**config.mk**
```make
export PLATFORM = sky130hd
export DESIGN_NAME = bash_regmap_v2
export DESIGN_NICKNAME = d
export VERILOG_FILES = /design/src/rtl/bash_hash_params_pkg.sv /design/src/rtl/bash_bytemask_reg.sv /design/src/rtl/bash_regmap_v2.sv
export SDC_FILE = /design/constraint.sdc
export NUM_CORES = 2
export LEC_CHECK = 0
export ABC_AREA = 0
export CAP_MARGIN = 20
export CORE_AREA = 5 5 639 641
export DETAILED_ROUTE_END_ITERATION = 16
export DIE_AREA = 0 0 644 646
export SLEW_MARGIN = 20
export SYNTH_ARGS = -nofsm -noshare
export SYNTH_HDL_FRONTEND = slang
export SYNTH_SLANG_ARGS = --single-unit
export TNS_END_PERCENT = 10
```
**constraint.sdc**
```tcl
create_clock -name clk_i -period 38.8 [get_ports clk_i]
set_clock_uncertainty 0.05 [all_clocks]
set_input_delay 7.76 -clock clk_i [delete_from_list [all_inputs] [get_ports clk_i]]
set_output_delay 7.76 -clock clk_i [all_outputs]
set_load 0.02 [all_outputs]
```
**src/rtl/bash_hash_params_pkg.sv**
```systemverilog
// Shared constants and types for the bash register map.
// Control word offsets, status bit positions and FSM states.
package bash_hash_params_pkg;

  typedef enum logic [1:0] {
    S_IDLE,
    S_START,
    S_WAIT_ACK,
    S_RUN
  } state_t;

  localparam int unsigned OFS_L        = 0;
  localparam int unsigned OFS_CMD      = 1;
  localparam int unsigned OFS_STATUS   = 2;
  localparam int unsigned OFS_IRQ_EN   = 3;
  localparam int unsigned OFS_IRQ_STAT = 4;

  localparam int ST_BUSY   = 0;
  localparam int ST_ACTIVE = 1;
  localparam int ST_RDY    = 2;
  localparam int ST_DONE   = 3;
  localparam int ST_ERR    = 4;
  localparam int ST_W      = 5;

  localparam int IRQ_DONE = 0;
  localparam int IRQ_ERR  = 1;

  localparam int CMD_PREP  = 0;
  localparam int CMD_START = 1;

endpackage

```
**src/rtl/bash_bytemask_reg.sv**
```systemverilog
// Register with per-byte write enables.
// Bit i is written when enable i/8 is set.
module bash_bytemask_reg #(
  parameter int WIDTH = 32
) (
  input  logic                     clk,
  input  logic                     rst,
  input  logic [(WIDTH+7)/8-1:0]   be,
  input  logic [WIDTH-1:0]         d,
  output logic [WIDTH-1:0]         q
);

  // update only the bits belonging to enabled bytes
  always_ff @(posedge clk or posedge rst) begin
    if (rst) begin
      q <= '0;
    end else begin
      for (int i = 0; i < WIDTH; i++) begin
        if (be[i/8]) q[i] <= d[i];
      end
    end
  end

endmodule

```
**src/rtl/bash_regmap_v2.sv**
```systemverilog
// Register map and start/ack sequencer for the bash core.
// X/L/IRQ_EN are byte-masked; Y and STATUS are read-only.
module bash_regmap_v2 #(
  parameter int XLEN        = 32,
  parameter int ADDRLEN     = 10,
  parameter int X_WORDS     = 32,
  parameter int Y_WORDS     = 16,
  parameter int ACK_TIMEOUT = 255
) (
  input  logic                     clk_i,
  input  logic                     rst_i,
  input  logic                     en_i,
  input  logic [XLEN/8-1:0]        we_i,
  input  logic [ADDRLEN-1:0]       addr_i,
  input  logic [XLEN-1:0]          wrdata_i,
  output logic [XLEN-1:0]          rddata_o,
  input  logic                     active_i,
  input  logic                     rdy_i,
  output logic                     prep_o,
  output logic                     start_o,
  output logic [XLEN-1:0]          l_reg_o,
  output logic [XLEN*X_WORDS-1:0]  x_reg_o,
  input  logic [XLEN*Y_WORDS-1:0]  y_reg_i,
  output logic                     irq_o
);

  import bash_hash_params_pkg::*;

  localparam int BYTES = XLEN / 8;
  localparam int OFS   = $clog2(BYTES);
  localparam int WW    = ADDRLEN - OFS;
  localparam int CB    = X_WORDS + Y_WORDS;
  localparam int CW    = $clog2(ACK_TIMEOUT + 1);

  localparam logic [WW-1:0] W_XEND = WW'(X_WORDS);
  localparam logic [WW-1:0] W_L    = WW'(CB + OFS_L);
  localparam logic [WW-1:0] W_CMD  = WW'(CB + OFS_CMD);
  localparam logic [WW-1:0] W_ST   = WW'(CB + OFS_STATUS);
  localparam logic [WW-1:0] W_IEN  = WW'(CB + OFS_IRQ_EN);
  localparam logic [WW-1:0] W_IST  = WW'(CB + OFS_IRQ_STAT);
  localparam logic [CW-1:0] CNT_MAX = CW'(ACK_TIMEOUT);

  logic [WW-1:0] w;
  logic          wr;
  logic          rd;
  logic          busy;
  logic          is_x;
  logic          ien;
  logic          done;
  logic          err;
  logic          cmd_wr;
  logic [1:0]    cmd;
  logic [1:0]    clr;
  logic          prep_n;
  logic          err_set;
  logic          done_set;
  logic [ST_W-1:0] status;
  logic [XLEN-1:0] rd_val;
  logic [CW-1:0] cnt;
  logic [CW-1:0] cnt_n;
  logic [CW-1:0] cnt_inc;
  state_t        state;
  state_t        state_n;

  assign w      = addr_i[ADDRLEN-1:OFS];
  assign wr     = en_i & (|we_i);
  assign rd     = en_i & ~(|we_i);
  assign busy   = (state != S_IDLE);
  assign is_x   = (w < W_XEND);
  assign cmd_wr = wr & (w == W_CMD) & we_i[0];
  assign cmd    = wrdata_i[1:0];
  assign clr    = (wr && w == W_IST && we_i[0]) ? wrdata_i[1:0] : 2'b00;
  assign cnt_inc = (cnt == CNT_MAX) ? cnt : cnt + 1'b1;
  assign irq_o  = ien & (done | err);

  generate
    if (OFS > 0) begin : g_lo
      logic unused_lo;
      assign unused_lo = ^addr_i[OFS-1:0];
    end
  endgenerate

  genvar gi;
  generate
    for (gi = 0; gi < X_WORDS; gi++) begin : g_x
      bash_bytemask_reg #(.WIDTH(XLEN)) u_x (
        .clk (clk_i),
        .rst (rst_i),
        .be  (we_i & {BYTES{wr & ~busy & (w == WW'(gi))}}),
        .d   (wrdata_i),
        .q   (x_reg_o[gi*XLEN +: XLEN])
      );
    end
  endgenerate

  bash_bytemask_reg #(.WIDTH(XLEN)) u_l (
    .clk (clk_i),
    .rst (rst_i),
    .be  (we_i & {BYTES{wr & ~busy & (w == W_L)}}),
    .d   (wrdata_i),
    .q   (l_reg_o)
  );

  bash_bytemask_reg #(.WIDTH(1)) u_ien (
    .clk (clk_i),
    .rst (rst_i),
    .be  (we_i[0] & wr & (w == W_IEN)),
    .d   (wrdata_i[0]),
    .q   (ien)
  );

  // sequencer state and ack-timeout counter
  always_ff @(posedge clk_i or posedge rst_i) begin
    if (rst_i) begin
      state <= S_IDLE;
      cnt   <= '0;
    end else begin
      state <= state_n;
      cnt   <= cnt_n;
    end
  end

  // next state, core pulses and error/done events
  always_comb begin
    state_n  = state;
    cnt_n    = cnt;
    start_o  = 1'b0;
    prep_n   = 1'b0;
    done_set = 1'b0;
    err_set  = 1'b0;
    if (cmd_wr && (busy || cmd == 2'b11)) err_set = 1'b1;
    if (wr && busy && (is_x || w == W_L)) err_set = 1'b1;
    unique case (state)
      S_IDLE: begin
        if (cmd_wr && cmd == 2'b01) prep_n = 1'b1;
        if (cmd_wr && cmd == 2'b10) state_n = S_START;
      end
      S_START: begin
        start_o = 1'b1;
        cnt_n   = '0;
        state_n = S_WAIT_ACK;
      end
      S_WAIT_ACK: begin
        cnt_n = cnt_inc;
        if (active_i) begin
          state_n = S_RUN;
        end else if (cnt_inc == CNT_MAX) begin
          err_set = 1'b1;
          state_n = S_IDLE;
        end
      end
      S_RUN: begin
        if (!active_i) begin
          done_set = 1'b1;
          state_n  = S_IDLE;
        end
      end
    endcase
  end

  // sticky flags: set events win over write-one-to-clear
  always_ff @(posedge clk_i or posedge rst_i) begin
    if (rst_i) begin
      done   <= 1'b0;
      err    <= 1'b0;
      prep_o <= 1'b0;
    end else begin
      done   <= done_set | (done & ~clr[IRQ_DONE]);
      err    <= err_set | (err & ~clr[IRQ_ERR]);
      prep_o <= prep_n;
    end
  end

  // status word from live inputs and sticky flags
  always_comb begin
    status            = '0;
    status[ST_BUSY]   = busy;
    status[ST_ACTIVE] = active_i;
    status[ST_RDY]    = rdy_i;
    status[ST_DONE]   = done;
    status[ST_ERR]    = err;
  end

  // read decode
  always_comb begin
    rd_val = '0;
    for (int i = 0; i < X_WORDS; i++) begin
      if (w == WW'(i)) rd_val = x_reg_o[i*XLEN +: XLEN];
    end
    for (int j = 0; j < Y_WORDS; j++) begin
      if (w == WW'(X_WORDS + j)) rd_val = y_reg_i[j*XLEN +: XLEN];
    end
    unique case (1'b1)
      (w == W_L):   rd_val = l_reg_o;
      (w == W_ST):  rd_val = XLEN'(status);
      (w == W_IEN): rd_val = XLEN'(ien);
      (w == W_IST): rd_val = XLEN'({err, done});
      default: ;
    endcase
  end

  // registered read data, held between reads
  always_ff @(posedge clk_i or posedge rst_i) begin
    if (rst_i) rddata_o <= '0;
    else if (rd) rddata_o <= rd_val;
  end

endmodule
```
### Yosys cells after proc, flatten, opt, wreduce, memory -nomap -nowiden

Cells that the tools add are included.

| operators by class | value |
|---|---|
| reduce and logical (&&, ||, !) cells | 15 |
| multiplexer cells | 67 |
| add/sub/neg operators | 1 |
| bitwise gates (word level) | 83 |
| equality and inequality tests | 63 |
| $lt $le $gt $ge | 1 |

Operators with widths:

| cell | count |
|---|---|
| two-way mux 32 bit | 48 |
| equality test 8 x 6 -> 1 bit, second input constant | 21 |
| AND 4 bit | 33 |
| equality test 8 x 5 -> 1 bit, second input constant | 16 |
| case mux 32 bit (4 select lines) | 1 |
| equality test 8 x 4 -> 1 bit, second input constant | 8 |
| AND 1 bit | 43 |
| equality test 8 x 3 -> 1 bit, second input constant | 4 |
| equality test 8 x 2 -> 1 bit, second input constant | 2 |
| equality test 8 bit, second input constant | 2 |
| case mux 8 bit (2 select lines) | 1 |
| two-way mux 1 bit | 10 |
| two-way mux 2 bit | 5 |
| adder 8 x 1 -> 8 bit, second input constant | 1 |
| equality test 2 bit, second input constant | 4 |
| equality test 8 x 1 -> 1 bit, second input constant | 1 |
| zero test 8 bit | 1 |
| < comparator 8 x 6 -> 1 bit, second input constant | 1 |
| two-way mux 8 bit | 1 |
| case mux 2 bit (4 select lines) | 1 |
| logical AND 1 bit | 7 |
| equality test 2 x 1 -> 1 bit, second input constant | 2 |
| != test 2 bit, second input constant | 2 |
| NOT 1 bit | 4 |
| other kinds (7) | 11 |

| storage, ports and cells | value |
|---|---|
| bits of input ports | 563 |
| register bits | 1,102 |
| logic and storage cells | 369 |

### Logic depth before layout (Yosys ltp)

| logic depth | value |
|---|---|
| depth after elaboration | 50 |
| mapped depth | 14 |

### Cells and area by module

Synthesis repeated with hierarchy kept, for this count alone.

| unflattened totals | value |
|---|---|
| cells, all modules | 4,788 |
| area, all modules | 60,372.9 um2 |

Modules (own cells, without submodules):

| module | times used | area each (um2) | cells each | sequential area each (um2) |
|---|---|---|---|---|
| bash_bytemask_reg (g_x[0].u_x ...) | 33 | 1,330.0 | 69 | 800.8 |
| bash_regmap_v2 | 1 | 16,438.3 | 2,508 | 1,126.1 |
| bash_bytemask_reg (u_ien) | 1 | 43.8 | 3 | 25.0 |

### Worst setup path before layout

OpenSTA, ideal clock, no wires.

| timing path | value |
|---|---|
| kind | input to register |
| start | input addr_i[9] |
| end | register rddata_o[0] |
| data required time | 38,673 ps |
| stages | 10 |
| data arrival time | 9,961 ps |
| buffers on the path | 2 |
| library setup time | 77 ps |
| setup slack | 28,712 ps |
| path through | buf_2 -> or4_1 -> buf_2 -> a2111o_1 -> a221oi_2 -> o32ai_1 -> a221oi_2 -> a2111oi_1 -> or3_1 -> a21oi_1 |

| between the ends | value |
|---|---|
| word-level cells in the longest chain between the ends | 50 |

RTL lines:

| item | RTL line | source |
|---|---|---|
| start: declaration | bash_regmap_v2.sv:14 | `input logic [ADDRLEN-1:0] addr_i,` |
| zero test 8 bit | bash_regmap_v2.sv:188 | `if (w == WW'(i)) rd_val = x_reg_o[i*XLEN +: XLEN];` |
| two-way mux 32 bit (32 in a row) | bash_regmap_v2.sv:188 |  |
| two-way mux 32 bit (16 in a row) | bash_regmap_v2.sv:191 | `if (w == WW'(X_WORDS + j)) rd_val = y_reg_i[j*XLEN +: XLEN];` |
| case mux 32 bit (4 select lines) (*) | bash_regmap_v2.sv:193 | `unique case (1'b1)` |
| end signal: assignment | bash_regmap_v2.sv:205 | `else if (rd) rddata_o <= rd_val;` |
| end: declaration | bash_regmap_v2.sv:16 | `output logic [XLEN-1:0] rddata_o,` |

Every way passes the cells marked *; elsewhere a longest branch is shown, timed or not.
A chain may end at the register's enable or synchronous reset.

### Worst setup path after layout

| timing path | value |
|---|---|
| start | input addr_i[5] |
| end | register rddata_o[10] |

Same word-level chain as after synthesis.

==> impl_metrics.toml <==
[sta]
report.final.hold_viol_count = 0
timing.max_slew.rel_slack_pct = 2.73
period_share_pct = 32.8
rsz_0062_raised_after_global_routing = "no"
max_freq_mhz = 78.6
totalNegativeSetupSlack_ns = 0
tightestPinTransition_ns = 1.44
number_of_setup_violations_in_the_final_report = 0
holdWs_ns = 0.456
setup_slack_ns = 26.07
finalMaxSlewViolations = 0
post-route-min-period_ns = 12.73

[route]
detailedRoute.firstIterationViolations = 8412
remaining_drc_errors = 0
route.antenna.remaining_nets = 0
num_vias = 60100
dr.pass1.iters = 8
viasPerCell = 4.94
drt_wl_total_mm = 638
detail_route.wl_per_cell_um = 52.5

[synthesis]
synth-seq-area-share_pct = 50.0
synthCells = 4870
ys_warn_count = 0
synth_top_flop_cell = "sky130_fd_sc_hd__dfrtp_1"
share_of_flip_flops_with_an_asynchronous_set_or_reset_after_synthesis_pct = 100
post_syn_nets = 5438
synthesis.area_per_instance_um2 = 11.3
synth_enable_flop_cells = 0
synth_seq_cells = 1102
synth.cell_area_mm2 = 0.0552
synth_cell_types = 83

[job]
drv_cap = 0

[setup_path]
regToRegSetupSlack_ns = 35.07
worstPathMaxFanout = 44
cp_common_cell = "sky130_fd_sc_hd__buf_4"
timing.setup.critical_path_class = "input port to flop"
worstPathRequired_ns = 39.52
setup.worst_path.start_class = "input port"
crit_path_largest_cell_delay_ns = 0.82
cp_cell_sequence = "clkbuf_8 -> buf_4 -> or4b_4 -> buf_4 -> o211ai_1 -> o21ai_0 -> o2111ai_1 -> a311oi_1 -> a211oi_4 -> or4_1 -> nand2_1"
cp.arrival_ns = 13.45
timing.critical_path.slowest_stage_cell = "sky130_fd_sc_hd__o21ai_0"
timing.critical_path.to_type = "flop"

[pwr]
power_leakage_nw = 35.2
pwr_density_cell_mw_per_mm2 = 37.4
worst_ir_drop_vdd_mv = 0.0344
power.total_mw = 3.18

[global_routing]
wire_length_of_the_first_global_routing_pass_mm = 767
track_usage_pct = 29.2
grt_start_max_net_pins = 148
initial_antenna_violation_count = 254
grt_pass1_vias = 56100
gr-total-overflow = 0

[clock_tree]
cts.sink_count = 1102
numCtsBuffers = 140
ctsHoldBuffers = 0
clock_tree_from_tritoncts = "done"
clkLatencyLatePin_ns = 0.87
cts_resized = 0
clk_root_buffer_cell = "sky130_fd_sc_hd__clkbuf_16"
cts_buffer_depth = 4
clk_pin_slew_ns = 0.07
cts_post_setup_buffers_inserted = 0
clock_tree.htree_level_count = 4

[final_layout]
area_growth_syn_to_layout_pct = 54.1
layout_commonest_cell = "sky130_fd_sc_hd__clkdlybuf4s50_1"
net_count_reported_at_finish = 7165
mostFrequentLayoutCells = "sky130_fd_sc_hd__clkdlybuf4s50_1 (1624), sky130_fd_sc_hd__dfrtp_1 (1102), sky130_fd_sc_hd__mux2_2 (1080)"
layout-drive-gt1-share_pct = 27.4
fin_area_mm2 = 0.0850

[floorplan]
core_area_mm2 = 0.402
fp.dieH_um = 646
initial_standard_cell_utilization_of_the_core_pct = 13.7
fp-row-count = 233
die_width_um = 644
fp.dieArea_mm2 = 0.416
num_io_pins = 1654

[place]
buffer_ports.inserted = 1651
gp_congestion = 0.990
worst_slack_placed_ns = 25.02
dpl_cell_area_mm2 = 0.0799
hpwl_dp_mm = 509

[run_status]
run_status = "finished clean"

[worst_hold_path]
hold_path.class = "flop to flop"
-- Yosys cell counts (68+ instances only) --
| cell type | instances | area share, % |
|---|---|---|
| sky130_fd_sc_hd__o22ai_1 | 202 | 2.3 |
| sky130_fd_sc_hd__buf_2 | 82 | 0.74 |
| sky130_fd_sc_hd__mux2_2 | 1080 | 22 |
| sky130_fd_sc_hd__a21oi_1 | 261 | 2.4 |
| sky130_fd_sc_hd__clkbuf_1 | 263 | 1.8 |
| sky130_fd_sc_hd__o21ai_0 | 238 | 2.2 |
| sky130_fd_sc_hd__nor2_1 | 336 | 2.3 |
| sky130_fd_sc_hd__mux2i_1 | 72 | 1.3 |
| sky130_fd_sc_hd__a22oi_1 | 113 | 1.5 |
| sky130_fd_sc_hd__dfrtp_1 | 1102 | 50 |
| sky130_fd_sc_hd__nand2_1 | 282 | 1.9 |
| sky130_fd_sc_hd__a221oi_1 | 68 | 1.1 |
-- per-stage QoR --
stage	std cells	utilization, %
after floorplan	4870	-
after global placement	11700	19.9
after detailed placement	11700	19.9
after CTS	12000	21.0
after global routing	12100	21.1
final	12200	21.2
-- routing by layer --
metal	GRT usage, %	vias up	wire length, um
met5	0.0114	-	503
met1	30.9	31300	217000
li1	-	22200	-
met3	13.4	1475	77700
met2	46.9	5017	290000
met4	19.2	72	52400
-- path summary, 6_finish.rpt --
check,depth (start not counted),start,to
max,11,addr_i[5],rddata_o[10]
min,2,rddata_o[17],rddata_o[17]
max reg2reg,7,state[0],g_x[24].u_x.q[5]
min reg2reg,2,rddata_o[17],rddata_o[17]
max in group asynchronous,8,rst_i,g_x[5].u_x.q[27]
min in group asynchronous,2,rst_i,rddata_o[25]
-- cells by family after synthesis --
| logic type | after synthesis | synth area share (%) |
|---|---|---|
| AO/OA/AOI/OAI | 1272 | 15.3 |
| multiplexers | 1162 | 23.7 |
| flip-flops | 1102 | 50.0 |
| AND/OR/NAND/NOR | 934 | 7.94 |
| buffers and inverters | 394 | 2.87 |
| adder cells (fa/ha/maj) | 5 | 0.113 |
| XOR/XNOR | 1 | 0.0159 |
-- state kept, by name, indices dropped and copies added (netlist names), 2 cells and up --
name and count:
g_x.u_x.q 1024, rddata_o 32, u_l.q 32, cnt 8, state 2
-- critical path: cells and delay by family --
family / cells / cell delay [ns]
AO/OA/AOI/OAI: 5 / 2.38
buffers and inverters: 3 / 1.76
AND/OR/NAND/NOR: 3 / 1.26
-- layout make-up --
cell class                 instances  area, um^2
fill                           43600      317000
sequential                      1102       27600
multi-input combinational       3374       26900
timing repair buffer            1962       18800
tap                             5287        6620
clock buffer                     197        3910
clock inverter                    53         694
antenna                          161         403
inverter                          17        71.3
-- power breakdown --
part           internal (mW)  switching, mW  leakage (nW)
clock                  0.786          0.603          2.24
combinational          0.187          0.367          17.7
sequential              1.19         0.0460          15.3
Power figures use the tool's default switching activity.
